===== src/rtl/uart_tx_fifo_param_if.sv =====
// Write port of the parametrised UART transmitter: valid/ready word handshake.
interface uart_tx_fifo_param_if #(
  parameter int unsigned DATA_W = 8
);
  logic              WR_VALID;
  logic [DATA_W-1:0] WR_DATA;
  logic              WR_READY;

  modport master (
    output WR_VALID,
    output WR_DATA,
    input  WR_READY
  );

  modport slave (
    input  WR_VALID,
    input  WR_DATA,
    output WR_READY
  );
endinterface


===== src/rtl/uart_tx_fifo_param.sv =====
// Parametrised UART transmitter: write FIFO feeding an LSB-first serialiser with optional
// parity and one or two stop bits, paced by an oversample tick, frames sent back-to-back.
module uart_tx_fifo_param #(
  parameter int unsigned DATA_W     = 8,
  parameter int unsigned FIFO_DEPTH = 4,
  parameter int unsigned OVERSAMPLE = 8
) (
  input  logic                               internalclk,
  input  logic                               RESETN,
  input  logic                               TICK,
  uart_tx_fifo_param_if.slave                wr,
  input  logic [1:0]                         PARITY_MODE,
  input  logic                               STOP2,
  output logic                               TX,
  output logic                               BUSY,
  output logic                               DONE,
  output logic [$clog2(FIFO_DEPTH+1)-1:0]    FIFO_COUNT
);

  localparam int unsigned CntW = $clog2(FIFO_DEPTH + 1);
  localparam int unsigned PtrW = $clog2(FIFO_DEPTH);
  localparam int unsigned TckW = $clog2(OVERSAMPLE);
  localparam int unsigned IdxW = $clog2(DATA_W);

  typedef enum logic [2:0] {
    StIdle,
    StStart,
    StData,
    StParity,
    StStop
  } state_e;

  // FIFO storage and pointers
  logic [DATA_W-1:0] mem [FIFO_DEPTH];
  logic [PtrW-1:0]   wr_ptr_q, rd_ptr_q;
  logic [CntW-1:0]   count_q;
  logic              push;
  logic              load;
  logic              fifo_nonempty;
  logic [DATA_W-1:0] head;

  // Serialiser state
  state_e            state_q, state_d;
  logic [TckW-1:0]   tick_q, tick_d;
  logic [IdxW-1:0]   idx_q, idx_d;
  logic [DATA_W-1:0] shift_q, shift_d;
  logic              par_q, par_d;
  logic              par_en_q, par_en_d;
  logic              stop2_q, stop2_d;
  logic              tx_q, tx_d;
  logic              busy_q, busy_d;
  logic              done_q, done_d;
  logic              bit_end;

  assign wr.WR_READY   = (count_q != CntW'(FIFO_DEPTH));
  assign push          = wr.WR_VALID && wr.WR_READY;
  assign fifo_nonempty = (count_q != '0);
  assign head          = mem[rd_ptr_q];
  assign bit_end       = TICK && (tick_q == TckW'(OVERSAMPLE - 1));

  assign TX         = tx_q;
  assign BUSY       = busy_q;
  assign DONE       = done_q;
  assign FIFO_COUNT = count_q;

  always_ff @(posedge internalclk) begin
    if (push) begin
      mem[wr_ptr_q] <= wr.WR_DATA;
    end
  end

  // Depth is a power of two, so pointers wrap by plain overflow.
  always_ff @(posedge internalclk or posedge RESETN) begin
    if (RESETN) begin
      wr_ptr_q <= '0;
      rd_ptr_q <= '0;
      count_q  <= '0;
    end else begin
      if (push) begin
        wr_ptr_q <= wr_ptr_q + 1'b1;
      end
      if (load) begin
        rd_ptr_q <= rd_ptr_q + 1'b1;
      end
      if (push && !load) begin
        count_q <= count_q + 1'b1;
      end else if (load && !push) begin
        count_q <= count_q - 1'b1;
      end
    end
  end

  always_comb begin
    state_d  = state_q;
    tick_d   = tick_q;
    idx_d    = idx_q;
    shift_d  = shift_q;
    par_d    = par_q;
    par_en_d = par_en_q;
    stop2_d  = stop2_q;
    tx_d     = tx_q;
    busy_d   = busy_q;
    done_d   = 1'b0;
    load     = 1'b0;

    if (state_q != StIdle && TICK) begin
      tick_d = bit_end ? '0 : tick_q + 1'b1;
    end

    unique case (state_q)
      StIdle: begin
        if (fifo_nonempty) begin
          load = 1'b1;
        end
      end
      StStart: begin
        if (bit_end) begin
          state_d = StData;
          idx_d   = '0;
          tx_d    = shift_q[0];
          shift_d = shift_q >> 1;
        end
      end
      StData: begin
        if (bit_end) begin
          if (idx_q == IdxW'(DATA_W - 1)) begin
            idx_d = '0;
            if (par_en_q) begin
              state_d = StParity;
              tx_d    = par_q;
            end else begin
              state_d = StStop;
              tx_d    = 1'b1;
            end
          end else begin
            idx_d   = idx_q + 1'b1;
            tx_d    = shift_q[0];
            shift_d = shift_q >> 1;
          end
        end
      end
      StParity: begin
        if (bit_end) begin
          state_d = StStop;
          idx_d   = '0;
          tx_d    = 1'b1;
        end
      end
      StStop: begin
        if (bit_end) begin
          // idx_q counts stop bits already sent
          if (stop2_q && idx_q == '0) begin
            idx_d = IdxW'(1);
          end else begin
            done_d = 1'b1;
            idx_d  = '0;
            if (fifo_nonempty) begin
              load = 1'b1;
            end else begin
              state_d = StIdle;
              busy_d  = 1'b0;
            end
          end
        end
      end
      default: begin
        state_d = StIdle;
      end
    endcase

    // Frame load overrides: config is latched here and held for the whole frame.
    if (load) begin
      state_d  = StStart;
      tick_d   = '0;
      idx_d    = '0;
      shift_d  = head;
      par_en_d = (PARITY_MODE == 2'b01) || (PARITY_MODE == 2'b10);
      par_d    = (^head) ^ (PARITY_MODE == 2'b10);
      stop2_d  = STOP2;
      tx_d     = 1'b0;
      busy_d   = 1'b1;
    end
  end

  always_ff @(posedge internalclk or posedge RESETN) begin
    if (RESETN) begin
      state_q  <= StIdle;
      tick_q   <= '0;
      idx_q    <= '0;
      shift_q  <= '0;
      par_q    <= 1'b0;
      par_en_q <= 1'b0;
      stop2_q  <= 1'b0;
      tx_q     <= 1'b1;
      busy_q   <= 1'b0;
      done_q   <= 1'b0;
    end else begin
      state_q  <= state_d;
      tick_q   <= tick_d;
      idx_q    <= idx_d;
      shift_q  <= shift_d;
      par_q    <= par_d;
      par_en_q <= par_en_d;
      stop2_q  <= stop2_d;
      tx_q     <= tx_d;
      busy_q   <= busy_d;
      done_q   <= done_d;
    end
  end

endmodule


===== src/flat_wrapper.sv =====
// flat-port wrapper written by rule: the top's interface ports become plain ports
module uart_tx_fifo_param_flat 
#(
  parameter int unsigned DATA_W     = 8,
  parameter int unsigned FIFO_DEPTH = 4,
  parameter int unsigned OVERSAMPLE = 8
)
  (internalclk, RESETN, TICK, PARITY_MODE, STOP2, TX, BUSY, DONE, FIFO_COUNT, wr_WR_VALID, wr_WR_DATA, wr_WR_READY);
  uart_tx_fifo_param_if #(.DATA_W(DATA_W)) wr_i ();
  input  logic internalclk;
  input  logic RESETN;
  input  logic TICK;
  input  logic [1:0] PARITY_MODE;
  input  logic STOP2;
  output logic TX;
  output logic BUSY;
  output logic DONE;
  output logic [$clog2(FIFO_DEPTH+1)-1:0] FIFO_COUNT;
  input wire logic [$bits(wr_i.WR_VALID)-1:0] wr_WR_VALID;
  input wire logic [$bits(wr_i.WR_DATA)-1:0] wr_WR_DATA;
  output wire logic [$bits(wr_i.WR_READY)-1:0] wr_WR_READY;
  assign wr_i.WR_VALID = wr_WR_VALID;
  assign wr_i.WR_DATA = wr_WR_DATA;
  assign wr_WR_READY = wr_i.WR_READY;
  uart_tx_fifo_param #(.DATA_W(DATA_W), .FIFO_DEPTH(FIFO_DEPTH), .OVERSAMPLE(OVERSAMPLE)) u_core (.internalclk(internalclk), .RESETN(RESETN), .TICK(TICK), .wr(wr_i), .PARITY_MODE(PARITY_MODE), .STOP2(STOP2), .TX(TX), .BUSY(BUSY), .DONE(DONE), .FIFO_COUNT(FIFO_COUNT));
endmodule

===== config.mk =====
export PLATFORM = sky130hd
export DESIGN_NAME = uart_tx_fifo_param_flat
export DESIGN_NICKNAME = d
export VERILOG_FILES = /design/src/rtl/uart_tx_fifo_param_if.sv /design/src/rtl/uart_tx_fifo_param.sv /design/src/flat_wrapper.sv
export SDC_FILE = /design/constraint.sdc
export NUM_CORES = 1
export LEC_CHECK = 0
export ABC_CLOCK_PERIOD_IN_PS = 2500
export CAP_MARGIN = 25
export CORE_MARGIN = 2
export CORE_UTILIZATION = 29
export DETAILED_ROUTE_END_ITERATION = 6
export GPL_TIMING_DRIVEN = 0
export PLACE_DENSITY = 0.55
export REMOVE_ABC_BUFFERS = 1
export SLEW_MARGIN = 10
export SYNTH_ARGS = -nofsm -noshare
export SYNTH_HDL_FRONTEND = slang
export SYNTH_SLANG_ARGS = --single-unit

===== constraint.sdc =====
create_clock -name internalclk -period 2.5 [get_ports internalclk]
set_clock_uncertainty 0.1 [all_clocks]
set_input_delay 0.75 -clock internalclk [delete_from_list [all_inputs] [get_ports internalclk]]
set_output_delay 0.75 -clock internalclk [all_outputs]
set_load 0.02 [all_outputs]

==> metrics.txt <==
pwr dens=1239 nW/µm²; Max stage delay on crit path=between 0.4 and 0.5 ns; synth warn=0; P_leak=between 1 and 1.5 nW; worst-path fanout max=9; R2R setup slack=around 0.11 ns; Rows=36; Mean Syn Cell Area=between 10 and 15 µm²; largest net degree at the start of global routing=31; Bufs on Longest Clock Path=2; Post-Route WL=roughly 5.4 mm; Max Fclk=0.4182 GHz; synthesized area=between 2000 and 3000 µm²; CTS Buf Count=9; Fin Hold WS=approximately 0.38 ns; Max Cap Viol=0; Critical Path AT=approximately 2.5 ns; status=finished clean; vias per std cell=4.624; first-pass GRT wire length=about 8.8 mm; height of the die=roughly 100 µm; Synth cell types=47; final non-filler cell total=380; clock sink count=62; min Tclk post-route=2.391 ns; sw power=around 0.0016 W; diode count=0; CTS tree=yes; boundary pin count=22; number of synthesized flops with an enable pin=32; Internal=between 0.002 and 0.003 W; Placement Cell Area=~3200 µm²; Rel. slew slack=a little under three fifths; met3 Usage GRT=under 10%; Final Total Pwr=around 0.0043 W; PortBufs=21; Tcrit/Tclk final=approximately 96%; sequential fraction of design power=about 38%; met1 GRT Util=~13%; # DRC=0; met2 usage=between 15 and 20%; sequential fraction of the synthesis area=between 50% and 60%; final net count=~270; H-tree Lvls=3; die footprint=approximately 11,000 µm²; Pre-antenna DRT Iters=4; Congestion Overflow GR=0; CP max-delay cell=fa_1; via count=around 1,800; drt initial violations=slightly below 60; Final Util=a little over a third; chip width=103.9 µm; clk_lat worst skew=between 0.3 and 0.4 ns; WL/cell=14.26 µm; vias in the first global route=1,798; asr flop ratio synth=between 40% and 50%; Worst-path clk slew=around 0.08 ns; Slew @ Worst Pin=about 0.67 ns; HPWL after DPL=3.611 mm; antenna violations before repair=0; Top Usage Layer GRT=met2; area grow syn2layout=20.98%; Setup CP Type=reg -> reg; Worst Setup End Kind=flop; initial core utilization=around 30%; Top FF cell, synth=edfxtp_1; Final Setup Violations=0; combinational power share=roughly 42%; most used cell, CP=inv_1; core area=around 9700 µm²; Max Slew Vio Count=0; startpoint types=flop; share of cells above drive strength 1=between 10% and 20%; DP Cell Count=around 360; WP data required=around 2.6 ns; register bit count reported by yosys=62; clock root buffer=clkbuf_8; clock group share of total power=between 20% and 30%; Total GRT Usage=a little over a tenth; Net Sw Frac=35.93%; crit-path cells=inv_1, ha_1, and3b_2, o21ai_2, and2_4, inv_8, ha_4, inv_1, fa_1, mux2_2; Routed Antenna Nets=0; type of the tightest min-delay check=reg -> reg; design area=between 3000 and 4000 µm²; Placer Congestion=about 0.78; Synth Instances=between 200 and 250; VDD IR max=around 0.00041 V; Final Hold Viols=0
## cell type report
cell class	count	area (µm²)
clock buffers	9	123.9
clock inverters	7	81.33
fillers	978	6230
inverters	10	45.04
multi-input cells	135	1135
flip-flops and latches	62	1717
well taps	133	166.4
repair buffers	24	231.5
## repair_timing
action / in CTS / in global routing
hold buffers: 0 / 0
pin swaps: 1 / 1
cloned: 0 / 0
endpoints found under the setup margin: 26 / 2
resized for setup: 13 / 10
buffers inserted: 2 / 0
## critical path: cells and delay by family (launching register included)
kind	cells	cell delay, ns
adder cells (fa/ha/maj)	3	0.75
buffers and inverters	3	0.19
AO/OA/AOI/OAI	1	0.16
multiplexers	1	0.27
flip-flops	1	0.37
AND/OR/NAND/NOR	2	0.43
## layout by cell type, fill, tap and decap left out, types with 2 or more instances in the layout
cell type / count
mux4_1: 4
o31ai_1: 2
dfrtp_2: 3
mux2_2: 2
xor2_1: 3
nand3_1: 2
xnor2_1: 9
mux4_2: 4
or2_2: 2
and3_1: 4
inv_1: 8
nand2b_1: 3
ha_1: 9
o21ai_0: 13
dfrtp_1: 26
buf_4: 3
o311ai_0: 2
edfxtp_1: 32
a22o_1: 3
clkdlybuf4s50_1: 19
nand2_1: 22
a21oi_1: 7
clkinv_4: 3
clkbuf_8: 9
mux2i_1: 7
nor2_1: 8
inv_6: 2
o41ai_1: 2
## synth_stat cells (7+ instances only)
cell       n  area [µm²]
a21oi_1    7       35.03
xnor2_1    9       78.83
o21ai_0   15       75.07
edfxtp_1  32       960.9
nor2_1     9       33.78
inv_1      9       33.78
mux2i_1    7       70.07
ha_1      11       137.6
dfrtp_1   29       725.7
nand2_1   23       86.33
## state kept, by name, indices dropped and copies added, names as in the netlist, 2 cells and up
signal / flops
u_core.shift_q: 8
u_core.rd_ptr_q: 2
u_core.idx_q: 3
u_core.state_q: 3
u_core.FIFO_COUNT: 3
u_core.wr_ptr_q: 2
u_core.tick_q: 3
u_core.mem: 32
## power groups by stage
stage / Sequential, W / Combinational, W / Clock (W)
final: 0.00164 / 0.00180 / 0.000900
after detailed placement: 0.00166 / 0.00171 / 0
after global routing: 0.00169 / 0.00201 / 0.000963
after floorplan: 0.00161 / 0.00131 / 0
after global placement: 0.00165 / 0.00168 / 0
after CTS: 0.00164 / 0.00176 / 0.000928
## kinds of logic after synthesis
| logic type | share of synthesized area, % |
|---|---|
| AND/OR/NAND/NOR | 8.824 |
| multiplexers | 9.948 |
| adder cells (fa/ha/maj) | 5.450 |
| flip-flops | 59.21 |
| AO/OA/AOI/OAI | 8.694 |
| buffers and inverters | 2.897 |
| XOR/XNOR | 4.974 |
## worst paths after layout
path,start,endpoint,cells past startpoint
hold / removal,u_core.shift_q[6]$_DFFE_PP0P_,u_core.shift_q[6]$_DFFE_PP0P_,2
setup / recovery,u_core.idx_q[0]$_DFFE_PP0P_,u_core.FIFO_COUNT[1]$_DFFE_PP0P_,10
setup reg to reg,u_core.idx_q[0]$_DFFE_PP0P_,u_core.FIFO_COUNT[1]$_DFFE_PP0P_,10
min in group asynchronous,RESETN,u_core.wr_ptr_q[1]$_DFFE_PP0P_,2
hold reg to reg,u_core.shift_q[6]$_DFFE_PP0P_,u_core.shift_q[6]$_DFFE_PP0P_,2
max in group asynchronous,RESETN,u_core.rd_ptr_q[0]$_DFFE_PP0P_,2
## metrics by stage
| step | setup WS, ns | setup TNS [ns] |
|---|---|---|
| 3_3_place_gp | -1.930 | -22.73 |
| 5_1_grt | -0.006678 | -0.006678 |
| 2_1_floorplan | -0.6749 | -1.410 |
| 3_5_place_dp | -1.990 | -23.12 |
| 4_1_cts | 0.01481 | 0 |
| 6_report | 0.1087 | 0 |
## metal layers
layer	wire length [µm]	share of wire, %	up-vias
met4	53	0.98	0
met1	2482	46	874
met5	0	0	-
met2	2680	49	34
met3	202	3.7	4
li1	-	-	845
Note: power is estimated with default switching activity, not from simulation.
